<file path="src/rtl/cache_writeback_buffer_pkg.sv">
// Shared types for the L1 writeback (victim) buffer.
package cache_writeback_buffer_pkg;

    typedef logic [127:0] lc3b_line;

    typedef enum logic [1:0] {
        IDLE  = 2'd0,
        HELD  = 2'd1,
        DRAIN = 2'd2,
        FILL  = 2'd3
    } wbuf_state_t;

endpackage

</file>
<file path="src/rtl/cache_writeback_buffer_wbuf_entry.sv">
// Single buffered line: valid bit, line tag and line data.
// A load wins over a clear so a capture in the drain-complete cycle survives.
module cache_writeback_buffer_wbuf_entry #(
    parameter int unsigned TAG_WIDTH  = 12,
    parameter int unsigned LINE_WIDTH = 128
) (
    input  logic                  clk,
    input  logic                  rst,
    input  logic                  load,
    input  logic                  clear,
    input  logic [TAG_WIDTH-1:0]  load_tag,
    input  logic [LINE_WIDTH-1:0] load_data,
    output logic                  valid,
    output logic [TAG_WIDTH-1:0]  tag,
    output logic [LINE_WIDTH-1:0] data
);

    // Entry storage; reset discards the buffered line.
    always_ff @(posedge clk or posedge rst) begin
        if (rst) begin
            valid <= 1'b0;
            tag   <= '0;
            data  <= '0;
        end else if (load) begin
            valid <= 1'b1;
            tag   <= load_tag;
            data  <= load_data;
        end else if (clear) begin
            valid <= 1'b0;
        end
    end

endmodule

</file>
<file path="src/rtl/cache_writeback_buffer.sv">
// Single-entry victim buffer between the L1 data array and physical memory.
// Captures an evicted dirty line in one cycle, lets the refill go first,
// drains the line in the background and serves refills that hit the line.
module cache_writeback_buffer
    import cache_writeback_buffer_pkg::*;
#(
    parameter int unsigned ADDR_WIDTH  = 16,
    parameter int unsigned LINE_WIDTH  = 128,
    parameter int unsigned OFFSET_BITS = 4
) (
    input  logic                  clk,
    input  logic                  rst,
    input  logic                  wb_req,
    input  logic [ADDR_WIDTH-1:0] wb_addr,
    input  logic [LINE_WIDTH-1:0] wb_data,
    output logic                  wb_ack,
    input  logic                  fill_req,
    input  logic [ADDR_WIDTH-1:0] fill_addr,
    output logic [LINE_WIDTH-1:0] fill_data,
    output logic                  fill_resp,
    output logic                  pmem_read,
    output logic                  pmem_write,
    output logic [ADDR_WIDTH-1:0] pmem_address,
    output logic [LINE_WIDTH-1:0] pmem_wdata,
    input  logic [LINE_WIDTH-1:0] pmem_rdata,
    input  logic                  pmem_resp,
    output logic                  busy
);

    localparam int unsigned TAG_WIDTH = ADDR_WIDTH - OFFSET_BITS;

    wbuf_state_t state, state_next;

    logic                  ent_valid;
    logic [TAG_WIDTH-1:0]  ent_tag;
    logic [LINE_WIDTH-1:0] ent_data;
    logic [TAG_WIDTH-1:0]  fill_tag;
    logic [TAG_WIDTH-1:0]  wb_tag;
    logic                  hit;
    logic                  accept;
    logic                  drain_done;
    logic                  fill_done;
    logic                  hit_resp_q;
    logic                  unused_offsets;

    assign fill_tag   = fill_addr[ADDR_WIDTH-1:OFFSET_BITS];
    assign wb_tag     = wb_addr[ADDR_WIDTH-1:OFFSET_BITS];
    assign unused_offsets = ^{fill_addr[OFFSET_BITS-1:0], wb_addr[OFFSET_BITS-1:0]};

    assign hit        = ent_valid & (fill_tag == ent_tag);
    assign drain_done = (state == DRAIN) & pmem_resp;
    assign fill_done  = (state == FILL) & pmem_resp;

    // Capture only when empty, or when the drain retires this very edge.
    // Gated by rst so wb_ack reads 0 while reset is held.
    assign accept = wb_req & ~rst & ((state == IDLE) | drain_done);

    cache_writeback_buffer_wbuf_entry #(
        .TAG_WIDTH  (TAG_WIDTH),
        .LINE_WIDTH (LINE_WIDTH)
    ) u_wbuf_entry (
        .clk       (clk),
        .rst       (rst),
        .load      (accept),
        .clear     (drain_done),
        .load_tag  (wb_tag),
        .load_data (wb_data),
        .valid     (ent_valid),
        .tag       (ent_tag),
        .data      (ent_data)
    );

    // Next-state selection; in HELD a pending refill beats the drain.
    always_comb begin
        state_next = state;
        unique case (state)
            IDLE: begin
                if (accept)        state_next = HELD;
                else if (fill_req) state_next = FILL;
            end
            HELD: begin
                if (fill_req) begin
                    if (!hit) state_next = FILL;
                end else begin
                    state_next = DRAIN;
                end
            end
            FILL: begin
                if (pmem_resp) state_next = ent_valid ? HELD : IDLE;
            end
            DRAIN: begin
                if (pmem_resp) state_next = accept ? HELD : IDLE;
            end
            default: state_next = IDLE;
        endcase
    end

    // State register; reset abandons any pmem transaction in flight.
    always_ff @(posedge clk or posedge rst) begin
        if (rst) state <= IDLE;
        else     state <= state_next;
    end

    // One-cycle-latency hit response; the self-mask stops a second pulse
    // while the requester is still holding fill_req in the response cycle.
    always_ff @(posedge clk or posedge rst) begin
        if (rst) hit_resp_q <= 1'b0;
        else     hit_resp_q <= (state == HELD) & fill_req & hit & ~hit_resp_q;
    end

    // Memory-side and requester-side outputs.
    always_comb begin
        pmem_address = '0;
        if (state == FILL)       pmem_address = {fill_tag, {OFFSET_BITS{1'b0}}};
        else if (state == DRAIN) pmem_address = {ent_tag, {OFFSET_BITS{1'b0}}};

        fill_data = '0;
        if (fill_done)       fill_data = pmem_rdata;
        else if (hit_resp_q) fill_data = ent_data;
    end

    assign wb_ack     = accept;
    assign pmem_read  = (state == FILL);
    assign pmem_write = (state == DRAIN);
    assign pmem_wdata = ent_data;
    assign fill_resp  = hit_resp_q | fill_done;
    assign busy       = ent_valid | (state != IDLE);

endmodule

</file>
<file path="config.mk">
export PLATFORM = sky130hd
export DESIGN_NAME = cache_writeback_buffer
export DESIGN_NICKNAME = d
export VERILOG_FILES = /design/src/rtl/cache_writeback_buffer_pkg.sv /design/src/rtl/cache_writeback_buffer_wbuf_entry.sv /design/src/rtl/cache_writeback_buffer.sv
export SDC_FILE = /design/constraint.sdc
export NUM_CORES = 1
export LEC_CHECK = 0
export ABC_AREA = 1
export CORE_AREA = 2 2 221 223
export CTS_CLUSTER_SIZE = 28
export DETAILED_ROUTE_END_ITERATION = 7
export DIE_AREA = 0 0 223 225
export PLACE_DENSITY = 0.47
export SETUP_SLACK_MARGIN = 0.1
export SLEW_MARGIN = 10
export SYNTH_ARGS = -nofsm -noshare
export SYNTH_HDL_FRONTEND = slang
export SYNTH_SLANG_ARGS = --single-unit
export TNS_END_PERCENT = 1
</file>
<file path="constraint.sdc">
create_clock -name clk -period 4.4 [get_ports clk]
set_clock_uncertainty 0.1 [all_clocks]
set_input_delay 0.66 -clock clk [delete_from_list [all_inputs] [get_ports clk]]
set_output_delay 0.66 -clock clk [all_outputs]
set_load 0.05 [all_outputs]
</file>
# Word level (Yosys, flattened, before mapping)
# Index checks and enable logic that the tools add are counted.
# totals
inputBits,293
regBits,144
out_inout_bits,277
word_cells,45
# classes
mux,15
bitwise_logic,13
eq_ne,8
reduce_logical,4
# op_table
cell,n
$mux W128,2
$mux W16,2
$eq A12 B12 Y1,1
$mux W2,6
$and A1 B1 Y1,8
$pmux W2 S4,1
$ne A3 B3 Y1 const B,2
$eq A2 B2 Y1 const B,2
$mux W1,4
$ne A2 B1 Y1 const B,2
$reduce_and A4 Y1,1
$reduce_bool A2 Y1,2
$or A1 B1 Y1,3
$eq A2 B1 Y1 const B,1
$logic_not A2 Y1,1
$not A1 Y1,2

# Logic depth before layout (Yosys ltp)
# Gate-level depths: netlist (run 1).
# logic_depth
word_depth,7
mapped_depth,10
ltp_nobuf,10

# Cells and area by module
# A second synthesis (run 1) with hierarchy kept.
# hier_totals
hier_cells,1164
area_unflattened_um2,7981.4
# by_module_without_submodules
module,n_inst,area_per_inst_um2,seq_area_each_um2,cells_per_inst
cache_writeback_buffer_wbuf_entry,1,5348.9,3528.4,597
cache_writeback_buffer,1,2632.5,75.1,567

# Worst setup path before layout (run 1)
# OpenSTA, ideal clock, no wires.
# synth_timing
path_kind,flip-flop to output port
startpoint,register state[1]
endpoint,output pmem_address[10]
required_time_ps,3640
arrival_ps,2359
path_stages_with_launch,6
path_buffers,1
setup_slack_ps,1281
path_cell_list,dfrtp_1 -> inv_1 -> nor2_1 -> inv_1 -> clkbuf_1 -> o22ai_1
# synth_between
elab_chain_cells,3
elab_cells_between_ends,4
classes_between,2 x eq/ne; 2 x mux
# synth_lines
element,line_no,rtl
start: declaration,cache_writeback_buffer.sv:32,"wbuf_state_t state, state_next;"
start signal: assignment,cache_writeback_buffer.sv:101,else state <= state_next;
$eq A2 B2 Y1,n/a,
net pmem_write,cache_writeback_buffer.sv:22,"output logic pmem_write,"
$mux W16,cache_writeback_buffer.sv:115,"else if (state == DRAIN) pmem_address = {ent_tag, {OFFSET_BITS{1'b0}}};"
$mux W16,cache_writeback_buffer.sv:114,"if (state == FILL) pmem_address = {fill_tag, {OFFSET_BITS{1'b0}}};"
end: declaration,cache_writeback_buffer.sv:23,"output logic [ADDR_WIDTH-1:0] pmem_address,"
# The timed path passes the listed nets, and every way through them passes these cells.

# Final worst setup path (run 1)
# layout_timing
startpoint,register state[0]
endpoint,output fill_data[79]
# layout_between
elab_chain_cells,3
# layout_lines
element,line_no,rtl
$eq A2 B2 Y1,cache_writeback_buffer.sv:52,assign fill_done = (state == FILL) & pmem_resp;
$and A1 B1 Y1,cache_writeback_buffer.sv:52,
$mux W128,cache_writeback_buffer.sv:118,if (fill_done) fill_data = pmem_rdata;
end: declaration,cache_writeback_buffer.sv:19,"output logic [LINE_WIDTH-1:0] fill_data,"
# No other way between the ends.

==> reports/qor.log, run 1 <==
[outcome] run status finished clean
[routing] number of vias per cell 4.01
[power_and_ir_drop] worst-case vdd ir drop 0.356 mV
[clock_tree] worst-skew pair later-pin latency 440 ps
[yosys] cell accounting for the most synthesized area dfrtp_1
[setup_path] biggest fanout along the worst timing path 68
[global_route] GRT Residual Overflow 0
[timing] tightest slew margin relative to the limit 55.5%
[routing] highest metal layer used by the detailed router met4
[timing] Tcrit/Tclk final 89.1%
[yosys] count of state elements after synthesis 144
[clock_tree] number of buffers added by the clock tree synthesis step 17
[timing] pins over their slew limit 0
[clock_tree] CTS tree built
[power_and_ir_drop] Total Power 10.9 mW
[placement] Post-Place Setup Slack 582 ps
[yosys] most frequently used cell type in the post-synthesis netlist nand2_1
[setup_path] startpoint kind of the worst setup timing path flip-flop
[clock_tree] clock buffer depth 2
[floorplan] area of the die 50200 µm²
[timing] final hold vios 0
[floorplan] number of I/O pins 570
[floorplan] core area 47500 µm²
[yosys] Warnings, synthesis 0
[yosys] Mapped Area 7890 µm²
[routing] number of detailed-routing iterations run before antenna repair 4
[layout] total non-filler cell area in the finished layout 14500 µm²
[routing] total wire length after detailed routing 35.5 mm
[yosys] Post-Synthesis Mean Instance Area 6.86 µm²
[global_route] antenna violations before repair 1
[yosys] most frequent cells after synthesis nand2_1 (574), nor2_1 (148), dfrtp_1 (144)
[power_and_ir_drop] power density relative to cell area 750 nW/µm²
[timing] worst setup margin 482 ps
[global_route] Global Route Usage Sum 13.9%
[clock_tree] clk sink count 144
[clock_tree] Root Buffer clkbuf_16
[floorplan] starting density of the core 16.6%
[layout] ratio of cells with drive above 1 in the final layout 4.22%
[timing] hold_ws 411 ps
[setup_path] category of the critical setup timing path flip-flop to output pin
[placement] placed wire-length estimate 26.7 mm
[floorplan] Rows 80
[routing] met1 layer wirelength in the final routing 14.6 mm
[layout] non-filler cells in the finished layout 2296
[setup_path] data required time of the critical path 3640 ps
[setup_path] Worst Path Arrival 3160 ps
[layout] final core utilization 30.5%
[placement] routability congestion estimate from global placement 0.865
[routing] ANT nets after route 0
[yosys] FFs w/ async S/R, synth 100%
[timing] upper clock frequency limit 255 MHz
[yosys] Primary FF master, synth dfrtp_1
[clock_tree] CTS clk-pin slew, worst paths 60 ps
[timing] post-layout minimum cycle time 3920 ps
[yosys] sequential area share after synthesis 45.7%
[floorplan] die width 223 µm
[routing] final routed wire length divided by cell count 15.5 µm
[timing] Setup Total Neg Slack 0 ps
[yosys] number of flops mapped to enable cells by yosys 0
[clock_tree] # H-tree levels 4
[placement] number of buffer cells added on primary ports 557
[timing] final setup violation count 0
[routing] met3 WL post-DR 2.48 mm
[routing] met2 routed wirelength 17.6 mm
[layout] number of antenna cells inserted 0
[yosys] cell count after synthesis 1151
[layout] P&R area growth vs syn 83.8%
[placement] Placed Cells incl. Taps 2267
[global_route] vias in the first global route 9305
[yosys] biggest area contributors in the synthesized netlist dfrtp_1 (46%), nand2_1 (27%), a21oi_1 (8.3%)
[routing] via count 9201
[hold_path] class of the tightest hold or removal check flip-flop to flip-flop
[placement] Cell Area, Placed 13900 µm²
[floorplan] height of the die 225 µm
[power_and_ir_drop] total leakage power 6.45 nW
[run] Max-cap violations 0
[layout] Final Net Count 1964
[global_route] wire length of the first global-routing pass 54.0 mm
[routing] Starting DRT DRC Count 414
[global_route] largest net degree at the start of global routing 133
[yosys] area share of the leading cell type in the synthesized netlist 45.7%
[timing] Tightest Pin Transition 668 ps
[setup_path] CP Capture Type output pin
[yosys] Cell variety after synth 21
[timing] RSZ-0062 raised after global routing false
[routing] total DRC errors in the routed layout 0
[clock_tree] hold buffer count at CTS 0
==> timing repair <==
item	in CTS	in global routing
endpoints found under the hold margin	0	0
setup buffers	0	0
setup endpoints to repair	0	1
gates resized for setup	0	1
==> cells by family (layout without fill, tap and decap cells) <==
family,after synthesis,in the layout,share of synthesized area [%]
simple gates,734,734,35.2
flops,144,144,45.7
buf+inv,114,641,8.77
other cells,1,4,0.0475
compound gates,157,157,10.2
xor+xnor,1,1,0.111
==> layout by cell type (no fill, tap or decap), types with 2 or more instances in the layout <==
master           netlist  final
dfrtp_1              144    143
nand3_1                6      6
nor2_1               148    148
nand2_1              574    573
conb_1                 1      4
clkbuf_8               0      5
bufinv_16              0      2
clkbuf_16              0     17
inv_1                 33     32
o21ai_0               14     14
clkinvlp_4             0      2
buf_4                 13     29
inv_2                  3      2
nand4_1                3      3
a21oi_1              131    131
buf_12                 0      8
clkdlybuf4s50_1        0    539
o22ai_1               11     11
clkbuf_1              22      3
==> worst max-delay path: stages, from the launching register on <==
cell,delay (ps)
dfrtp_1,460
nand2_2,270
inv_2,150
nand2_8,360
buf_12,320
nor2_1,70
a21oi_1,160
clkdlybuf4s50_1,830
==> sequential cells by signal (all words and copies together) (netlist names) <==
| name | flops |
|---|---|
| u_wbuf_entry.data | 128 |
| u_wbuf_entry.tag | 12 |
| state | 2 |
| hit_resp_q | 1 |
| u_wbuf_entry.valid | 1 |
==> area by class of cell <==
| type | count | area (µm²) |
|---|---|---|
| clock inverter | 4 | 76.3 |
| clock buffer | 25 | 505 |
| tap | 615 | 769 |
| sequential | 144 | 3610 |
| timing repair buffer | 576 | 5770 |
| fill | 5082 | 33000 |
| multi-input combinational | 896 | 3630 |
| inverter | 36 | 141 |
==> report_power, final <==
| part | switching [mW] | leakage (nW) | total [mW] | internal (mW) |
|---|---|---|---|---|
| Sequential | 0.612 | 1.79 | 2.56 | 1.95 |
| Clock | 0.577 | 0.282 | 1.48 | 0.903 |
| Combinational | 4.66 | 4.38 | 6.85 | 2.19 |
==> metal layers <==
metal | track usage, % | vias to the layer above
li1 | - | 4596
met4 | 5.22 | 0
met3 | 3.99 | 36
met5 | 0 | -
met2 | 24.5 | 379
met1 | 16.0 | 4190
==> final timing paths <==
check | end | startpoint | cells after the start | slack [ps]
max in group asynchronous | u_wbuf_entry.data[71]$_DFFE_PP0P_ | rst | 3 | 3100
max reg2reg | u_wbuf_entry.data[115]$_DFFE_PP0P_ | state[1]$_DFFE_PP0P_ | 6 | 2480
min | u_wbuf_entry.data[37]$_DFFE_PP0P_ | u_wbuf_entry.data[37]$_DFFE_PP0P_ | 2 | 410
min reg2reg | u_wbuf_entry.data[37]$_DFFE_PP0P_ | u_wbuf_entry.data[37]$_DFFE_PP0P_ | 2 | 410
max | fill_data[79] | state[0]$_DFFE_PP0P_ | 7 | 480
min in group asynchronous | u_wbuf_entry.tag[6]$_DFFE_PP0P_ | rst | 3 | 610
(Power assumes the default switching activity.)
==> inputs of run 2 (changes only) <==
- CTS_CLUSTER_DIAMETER: unset -> 30
- GPL_TIMING_DRIVEN: unset -> 0
==> run 2 against run 1 <==
Sequential share of layout area fell by 0.66 points. Wire length increased by 19%. Sequential cell count did not move. Global-route usage rose by 2.7 points. Utilization is 0.81 points higher. Non-clock buffer count increased by 63. Die area stayed put. Worst hold slack worse by 9.1 ps. Combinational power increased by 3.5%. Count of clock-buffer cells in the layout shrank 1. Critical path type is now primary input to output pin.
==> reports/qor.log, run 2 (synthesis results as in run 1) <==
[global_route] GRT Residual Overflow 0 [unchanged]
[setup_path] flop2flop setup slack 2590 ps [was 2480 ps]
[setup_path] biggest fanout along the worst timing path 10 [was 68]
[layout] most flop-heavy register u_wbuf_entry.data [unchanged]
[layout] count of filler cells inserted in the layout 5133 [was 5082]
[clock_tree] post-CTS setup buffers 0 [unchanged]
[power_and_ir_drop] power density relative to cell area 745 nW/µm² [was 750 nW/µm²]
[setup_path] reg-to-reg endpoint u_wbuf_entry.data[81]$_DFFE_PP0P_ [was u_wbuf_entry.data[115]$_DFFE_PP0P_]
[floorplan] starting density of the core 16.6% [unchanged]
[routing] via count 9616 [was 9201]
[clock_tree] clock buffer depth 2 [unchanged]
[outcome] run status finished clean [unchanged]
[global_route] largest net degree at the start of global routing 35 [was 133]
[timing] Setup Total Neg Slack 0 ps [unchanged]
[clock_tree] clk sink count 144 [unchanged]
[clock_tree] worst-skew pair later-pin latency 440 ps [about the same]
[routing] ANT nets after route 0 [unchanged]
[global_route] vias in the first global route 9944 [was 9305]
[routing] Starting DRT DRC Count 438 [was 414]
[timing] RSZ-0062 raised after global routing false [unchanged]
[layout] non-filler cells in the finished layout 2359 [was 2296]
[setup_path] CP Capture Type output pin [unchanged]
[timing] pins over their slew limit 0 [unchanged]
[timing] upper clock frequency limit 246 MHz [was 255 MHz]
[clock_tree] total of cells resized after clock tree synthesis 1 [was 0]
[setup_path] startpoint kind of the worst setup timing path primary input [was flip-flop]
[setup_path] crit path to fill_data[10] [was fill_data[79]]
[placement] Post-Place Setup Slack 278 ps [was 582 ps]
[layout] number of antenna cells inserted 0 [unchanged]
[layout] P&R area growth vs syn 88.6% [was 83.8%]
[clock_tree] Root Buffer clkbuf_16 [unchanged]
[placement] number of buffer cells added on primary ports 557 [unchanged]
[setup_path] worst setup path start pmem_resp [was state[0]$_DFFE_PP0P_]
[routing] total DRC errors in the routed layout 0 [unchanged]
[setup_path] Crit Reg-Reg Startpoint state[1]$_DFFE_PP0P_ [unchanged]
[timing] final hold vios 0 [unchanged]
[power_and_ir_drop] total leakage power 6.63 nW [was 6.45 nW]
[layout] Regs by FF count u_wbuf_entry.data (128), u_wbuf_entry.tag (12), state (2) [unchanged]
[power_and_ir_drop] worst-case vdd ir drop 0.382 mV [was 0.356 mV]
[routing] total wire length after detailed routing 42.3 mm [was 35.5 mm]
[global_route] wire length of the first global-routing pass 62.3 mm [was 54.0 mm]
[floorplan] die width 223 µm [unchanged]
[setup_path] category of the critical setup timing path primary input to output pin [was flip-flop to output pin]
[floorplan] area of the die 50200 µm² [unchanged]
[layout] leading cell type in the layout, fill and taps excluded nand2_1 [unchanged]
[floorplan] height of the die 225 µm [unchanged]
[run] Max-cap violations 0 [unchanged]
[global_route] Global Route Usage Sum 16.6% [was 13.9%]
[layout] number of flip-flops in the largest register 128 [unchanged]
[timing] Tcrit/Tclk final 92.4% [was 89.1%]
[global_route] antenna violations before repair 0 [was 1]
[setup_path] Worst Path Arrival 3300 ps [was 3160 ps]
[placement] Placed Cells incl. Taps 2330 [was 2267]
[timing] hold_ws 402 ps [was 411 ps]
[layout] commonest cells after routing, fill and taps aside nand2_1 (574), clkdlybuf4s50_1 (557), nor2_1 (148) [was nand2_1 (573), clkdlybuf4s50_1 (539), nor2_1 (148)]
[floorplan] Rows 80 [unchanged]
[placement] placed wire-length estimate 33.6 mm [was 26.7 mm]
[setup_path] data required time of the critical path 3640 ps [about the same]
[timing] final setup violation count 0 [unchanged]
[clock_tree] CTS clk-pin slew, worst paths 60 ps [about the same]
[setup_path] number of cells traversed by the worst register-to-register path 7 [was 6]
[clock_tree] hold buffer count at CTS 0 [unchanged]
[routing] number of detailed-routing iterations run before antenna repair 5 [was 4]
[clock_tree] # H-tree levels 4 [unchanged]
[placement] routability congestion estimate from global placement 0.897 [was 0.865]
[floorplan] number of I/O pins 570 [unchanged]
[timing] post-layout minimum cycle time 4060 ps [was 3920 ps]
[hold_path] class of the tightest hold or removal check flip-flop to flip-flop [unchanged]
[layout] final core utilization 31.3% [was 30.5%]
[routing] final routed wire length divided by cell count 17.9 µm [was 15.5 µm]
[timing] worst setup margin 336 ps [was 482 ps]
[floorplan] core area 47500 µm² [unchanged]
[layout] ratio of cells with drive above 1 in the final layout 5.16% [was 4.22%]
[routing] number of vias per cell 4.08 [was 4.01]
[timing] tightest slew margin relative to the limit 33.4% [was 55.5%]
[layout] Final Net Count 2027 [was 1964]
[clock_tree] CTS tree built [unchanged]
[timing] Tightest Pin Transition 999 ps [was 668 ps]
[clock_tree] number of buffers added by the clock tree synthesis step 17 [unchanged]
==> run 2: changes by cell type in the layout (fill, tap and decap cells not counted), moves of 3 or more <==
| cell | before | now |
|---|---|---|
| buf_2 | 0 | 16 |
| buf_6 | 0 | 26 |
| clkbuf_1 | 3 | 26 |
| clkbuf_8 | 5 | 2 |
| clkdlybuf4s50_1 | 539 | 557 |
| buf_12 | 8 | 4 |
| buf_4 | 29 | 13 |
==> run 2: power by group <==
group | internal, mW | switching, mW
sequential | 1.95 | 0.611
combinational | 2.30 | 4.80
clock | 0.856 | 0.577
total | 5.10 | 5.99
==> run 2: metrics by stage <==
step,area [µm²],power [mW]
global route,14900,11.7
CTS,14900,11.2
floorplan,7910,6.91
global placement,14300,9.69
finish,14900,11.1
detailed placement,14300,9.71
==> run 2: how the worst min path moves through the flow <==
stage / slack, ps / to / start / cells past startpoint
floorplan: 390 / u_wbuf_entry.tag[2]$_DFFE_PP0P_ / u_wbuf_entry.tag[2]$_DFFE_PP0P_ / 2
global placement: 390 / u_wbuf_entry.data[90]$_DFFE_PP0P_ / u_wbuf_entry.data[90]$_DFFE_PP0P_ / 2
detailed placement: 390 / u_wbuf_entry.data[33]$_DFFE_PP0P_ / u_wbuf_entry.data[33]$_DFFE_PP0P_ / 2
CTS: 410 / u_wbuf_entry.data[33]$_DFFE_PP0P_ / u_wbuf_entry.data[33]$_DFFE_PP0P_ / 2
global route: 430 / u_wbuf_entry.data[33]$_DFFE_PP0P_ / u_wbuf_entry.data[33]$_DFFE_PP0P_ / 2
finish: 400 / u_wbuf_entry.data[33]$_DFFE_PP0P_ / u_wbuf_entry.data[33]$_DFFE_PP0P_ / 2
==> run 2: per-layer routing <==
| metal | part of all wire (%) | vias up | wire, µm | GRT usage [%] |
|---|---|---|---|---|
| li1 | - | 4723 | - | - |
| met1 | 42 | 4465 | 17900 | 20.3 |
| met2 | 49 | 377 | 20700 | 28.5 |
| met3 | 6.2 | 51 | 2630 | 4.37 |
| met4 | 2.6 | 0 | 1080 | 5.54 |
| met5 | 0 | - | 0 | 0 |
==> run 2: critical path, cell delays in order <==
cell and delay (ps):
clkdlybuf4s50_1 450, nand2_2 170, clkbuf_1 760, nor2_1 210, a21oi_1 200, clkdlybuf4s50_1 830
==> run 2: final cells by class <==
cell class / count / area [µm²] / area share [%]
Buffer: 78 / 558 / 3.75
Clock buffer: 24 / 472 / 3.17
Clock inverter: 5 / 82.6 / 0.555
Inverter: 36 / 139 / 0.933
Multi-Input combinational cell: 896 / 3610 / 24.2
Sequential cell: 144 / 3600 / 24.2
Tap cell: 615 / 769 / 5.17
Timing Repair Buffer: 561 / 5660 / 38.0
==> inputs of run 3 (changes only) <==
- CORE_AREA: 2 2 221 223 -> 2 2 222 224
- DIE_AREA: 0 0 223 225 -> 0 0 224 226
==> run 3 against run 2 <==
Die area grew 0.89%. Register-to-register slack is essentially flat. Critical path depth is the same. Sequential share of layout area decreased by 0.095 points. Largest cell class unchanged. Worst hold slack better by 7.8 ps. Critical endpoint unchanged. Final cell count up 0.30%. Worst setup slack got worse by 49 ps. Via count increased by 0.30%. Sequential cell count did not move.
==> reports/qor.log, run 3 (synthesis results as in run 1) <==
[global_route] Global Route Usage Sum 16.2% [was 16.6%]
[power_and_ir_drop] worst-case vdd ir drop 0.291 mV [was 0.382 mV]
[layout] number of antenna cells inserted 0 [unchanged]
[timing] RSZ-0062 raised after global routing false [unchanged]
[timing] Setup Total Neg Slack 0 ps [unchanged]
[setup_path] CP Capture Type output pin [unchanged]
[placement] routability congestion estimate from global placement 0.877 [was 0.897]
[layout] number of flip-flops in the largest register 128 [unchanged]
[clock_tree] CTS tree built [unchanged]
[floorplan] height of the die 226 µm [was 225 µm]
[timing] upper clock frequency limit 243 MHz [was 246 MHz]
[layout] ratio of cells with drive above 1 in the final layout 5.33% [was 5.16%]
[clock_tree] CTS clk-pin slew, worst paths 60 ps [about the same]
[hold_path] cell depth of the worst hold path 2 [unchanged]
[timing] pins over their slew limit 0 [unchanged]
[routing] number of detailed-routing iterations run before antenna repair 5 [unchanged]
[floorplan] die width 224 µm [was 223 µm]
[layout] leading cell type in the layout, fill and taps excluded nand2_1 [unchanged]
[routing] ANT nets after route 0 [unchanged]
[placement] placed wire-length estimate 33.0 mm [was 33.6 mm]
[setup_path] critical path, cell by cell clkdlybuf4s50_1 -> nand2_2 -> clkbuf_1 -> nor2_1 -> a21oi_1 -> clkdlybuf4s50_1 [unchanged]
[clock_tree] clk sink count 144 [unchanged]
[setup_path] largest delay contributor family on the critical path buffers and inverters [unchanged]
[clock_tree] clock buffer depth 2 [unchanged]
[hold_path] class of the tightest hold or removal check flip-flop to flip-flop [unchanged]
[global_route] wire length of the first global-routing pass 61.0 mm [was 62.3 mm]
[power_and_ir_drop] Total Power 11.2 mW [was 11.1 mW]
[setup_path] Crit Reg-Reg Startpoint state[0]$_DFFE_PP0P_ [was state[1]$_DFFE_PP0P_]
[layout] most flop-heavy register u_wbuf_entry.data [unchanged]
[routing] via count 9645 [was 9616]
[power_and_ir_drop] power density relative to cell area 751 nW/µm² [was 745 nW/µm²]
[setup_path] biggest fanout along the worst timing path 10 [unchanged]
[hold_path] worst hold path endpoint u_wbuf_entry.data[57]$_DFFE_PP0P_ [was u_wbuf_entry.data[33]$_DFFE_PP0P_]
[setup_path] Most common cell on crit path clkdlybuf4s50_1 [unchanged]
[routing] number of vias per cell 4.08 [about the same]
[setup_path] category of the critical setup timing path primary input to output pin [unchanged]
[setup_path] startpoint kind of the worst setup timing path primary input [unchanged]
[layout] P&R area growth vs syn 89.4% [was 88.6%]
[routing] total DRC errors in the routed layout 0 [unchanged]
[global_route] antenna violations before repair 0 [unchanged]
[routing] Starting DRT DRC Count 452 [was 438]
[layout] Final Net Count 2027 [unchanged]
[clock_tree] # H-tree levels 4 [unchanged]
[routing] total wire length after detailed routing 42.0 mm [was 42.3 mm]
[setup_path] worst setup path start pmem_resp [unchanged]
[layout] Regs by FF count u_wbuf_entry.data (128), u_wbuf_entry.tag (12), state (2) [unchanged]
[run] Max-cap violations 0 [unchanged]
[setup_path] number of cells on the critical path 6 [unchanged]
[global_route] vias in the first global route 9700 [was 9944]
[clock_tree] hold buffer count at CTS 0 [unchanged]
[setup_path] delay contributed by the slowest stage of the critical path 830 ps [about the same]
[power_and_ir_drop] total leakage power 6.66 nW [was 6.63 nW]
[floorplan] number of I/O pins 570 [unchanged]
[timing] final hold vios 0 [unchanged]
[clock_tree] worst-skew pair later-pin latency 440 ps [about the same]
[clock_tree] Root Buffer clkbuf_16 [unchanged]
[floorplan] area of the die 50600 µm² [was 50200 µm²]
[outcome] run status finished clean [unchanged]
[timing] Tightest Pin Transition 1030 ps [was 999 ps]
[timing] tightest slew margin relative to the limit 31.2% [was 33.4%]
[timing] post-layout minimum cycle time 4110 ps [was 4060 ps]
[global_route] GRT Residual Overflow 0 [unchanged]
[setup_path] Worst Path Arrival 3350 ps [was 3300 ps]
[setup_path] reg-to-reg endpoint u_wbuf_entry.data[88]$_DFFE_PP0P_ [was u_wbuf_entry.data[81]$_DFFE_PP0P_]
[hold_path] start point of the worst min-delay path u_wbuf_entry.data[57]$_DFFE_PP0P_ [was u_wbuf_entry.data[33]$_DFFE_PP0P_]
[floorplan] starting density of the core 16.3% [was 16.6%]
[setup_path] data required time of the critical path 3640 ps [about the same]
[layout] commonest cells after routing, fill and taps aside nand2_1 (574), clkdlybuf4s50_1 (557), nor2_1 (148) [unchanged]
[setup_path] Crit-path slowest cell clkdlybuf4s50_1 [unchanged]
[setup_path] CP Buf/Inv Count 3 [unchanged]
[floorplan] Rows 81 [was 80]
[setup_path] number of cells traversed by the worst register-to-register path 7 [unchanged]
[floorplan] core area 48300 µm² [was 47500 µm²]
[routing] final routed wire length divided by cell count 17.7 µm [was 17.9 µm]
[setup_path] flop2flop setup slack 2580 ps [was 2590 ps]
[timing] final setup violation count 0 [unchanged]
[layout] final core utilization 30.9% [was 31.3%]
[timing] Tcrit/Tclk final 93.5% [was 92.4%]
[placement] number of buffer cells added on primary ports 557 [unchanged]
[global_route] largest net degree at the start of global routing 36 [was 35]
[clock_tree] number of buffers added by the clock tree synthesis step 17 [unchanged]
run 3: area by class of cell:
| class | instances | area [µm²] |
|---|---|---|
| Buffer | 78 | 558 |
| Clock buffer | 24 | 502 |
| Clock inverter | 5 | 103 |
| Fill cell | 5201 | 33400 |
| Inverter | 36 | 139 |
| Multi-Input combinational cell | 896 | 3610 |
| Sequential cell | 144 | 3600 |
| Tap cell | 622 | 778 |
| Timing Repair Buffer | 561 | 5660 |
run 3: layer usage:
metal | track usage (%) | part of all wire, % | vias to the layer above
met2 | 27.8 | 49 | 391
li1 | - | - | 4724
met4 | 5.66 | 2.7 | 0
met5 | 0 | 0 | -
met1 | 19.4 | 42 | 4480
met3 | 4.36 | 6.7 | 50
run 3: worst max-delay path by stage:
stage                     slack [ps]                to
final                            290     fill_data[10]
after global routing             140     fill_data[80]
after CTS                        190     fill_data[80]
after detailed placement         270     fill_data[10]
after global placement           230     fill_data[10]
after floorplan                 1280  pmem_address[10]
run 3: worst register-to-register path, stage by stage, from the launching register on:
cell,delay (ps)
dfrtp_1,460
inv_1,130
nand3_2,180
inv_2,250
buf_4,280
buf_4,240
nand2_1,70
nand2_1,60
run 3: what timing repair did:
action                                  in CTS  in global routing
gates resized for setup                      1                  0
endpoints found under the setup margin       1                  0
endpoints found under the hold margin        0                  0
buffers inserted                             0                  0
run 3: power by group:
group	total [mW]	leakage, nW	switching, mW	internal [mW]
Clock	1.55	0.294	0.592	0.958
Combinational	7.09	4.57	4.80	2.30
Sequential	2.57	1.79	0.629	1.95
Total	11.2	6.66	6.02	5.20
run 3: metrics by stage:
stage	hold WS [ps]	worst slack [ps]	std cells	instance area, µm²
2_1_floorplan	392	1280	1154	7910
3_3_place_gp	390	229	2333	14300
3_5_place_dp	390	266	2337	14300
4_1_cts	408	193	2366	14900
5_1_grt	424	137	2366	14900
6_report	409	287	2366	14900
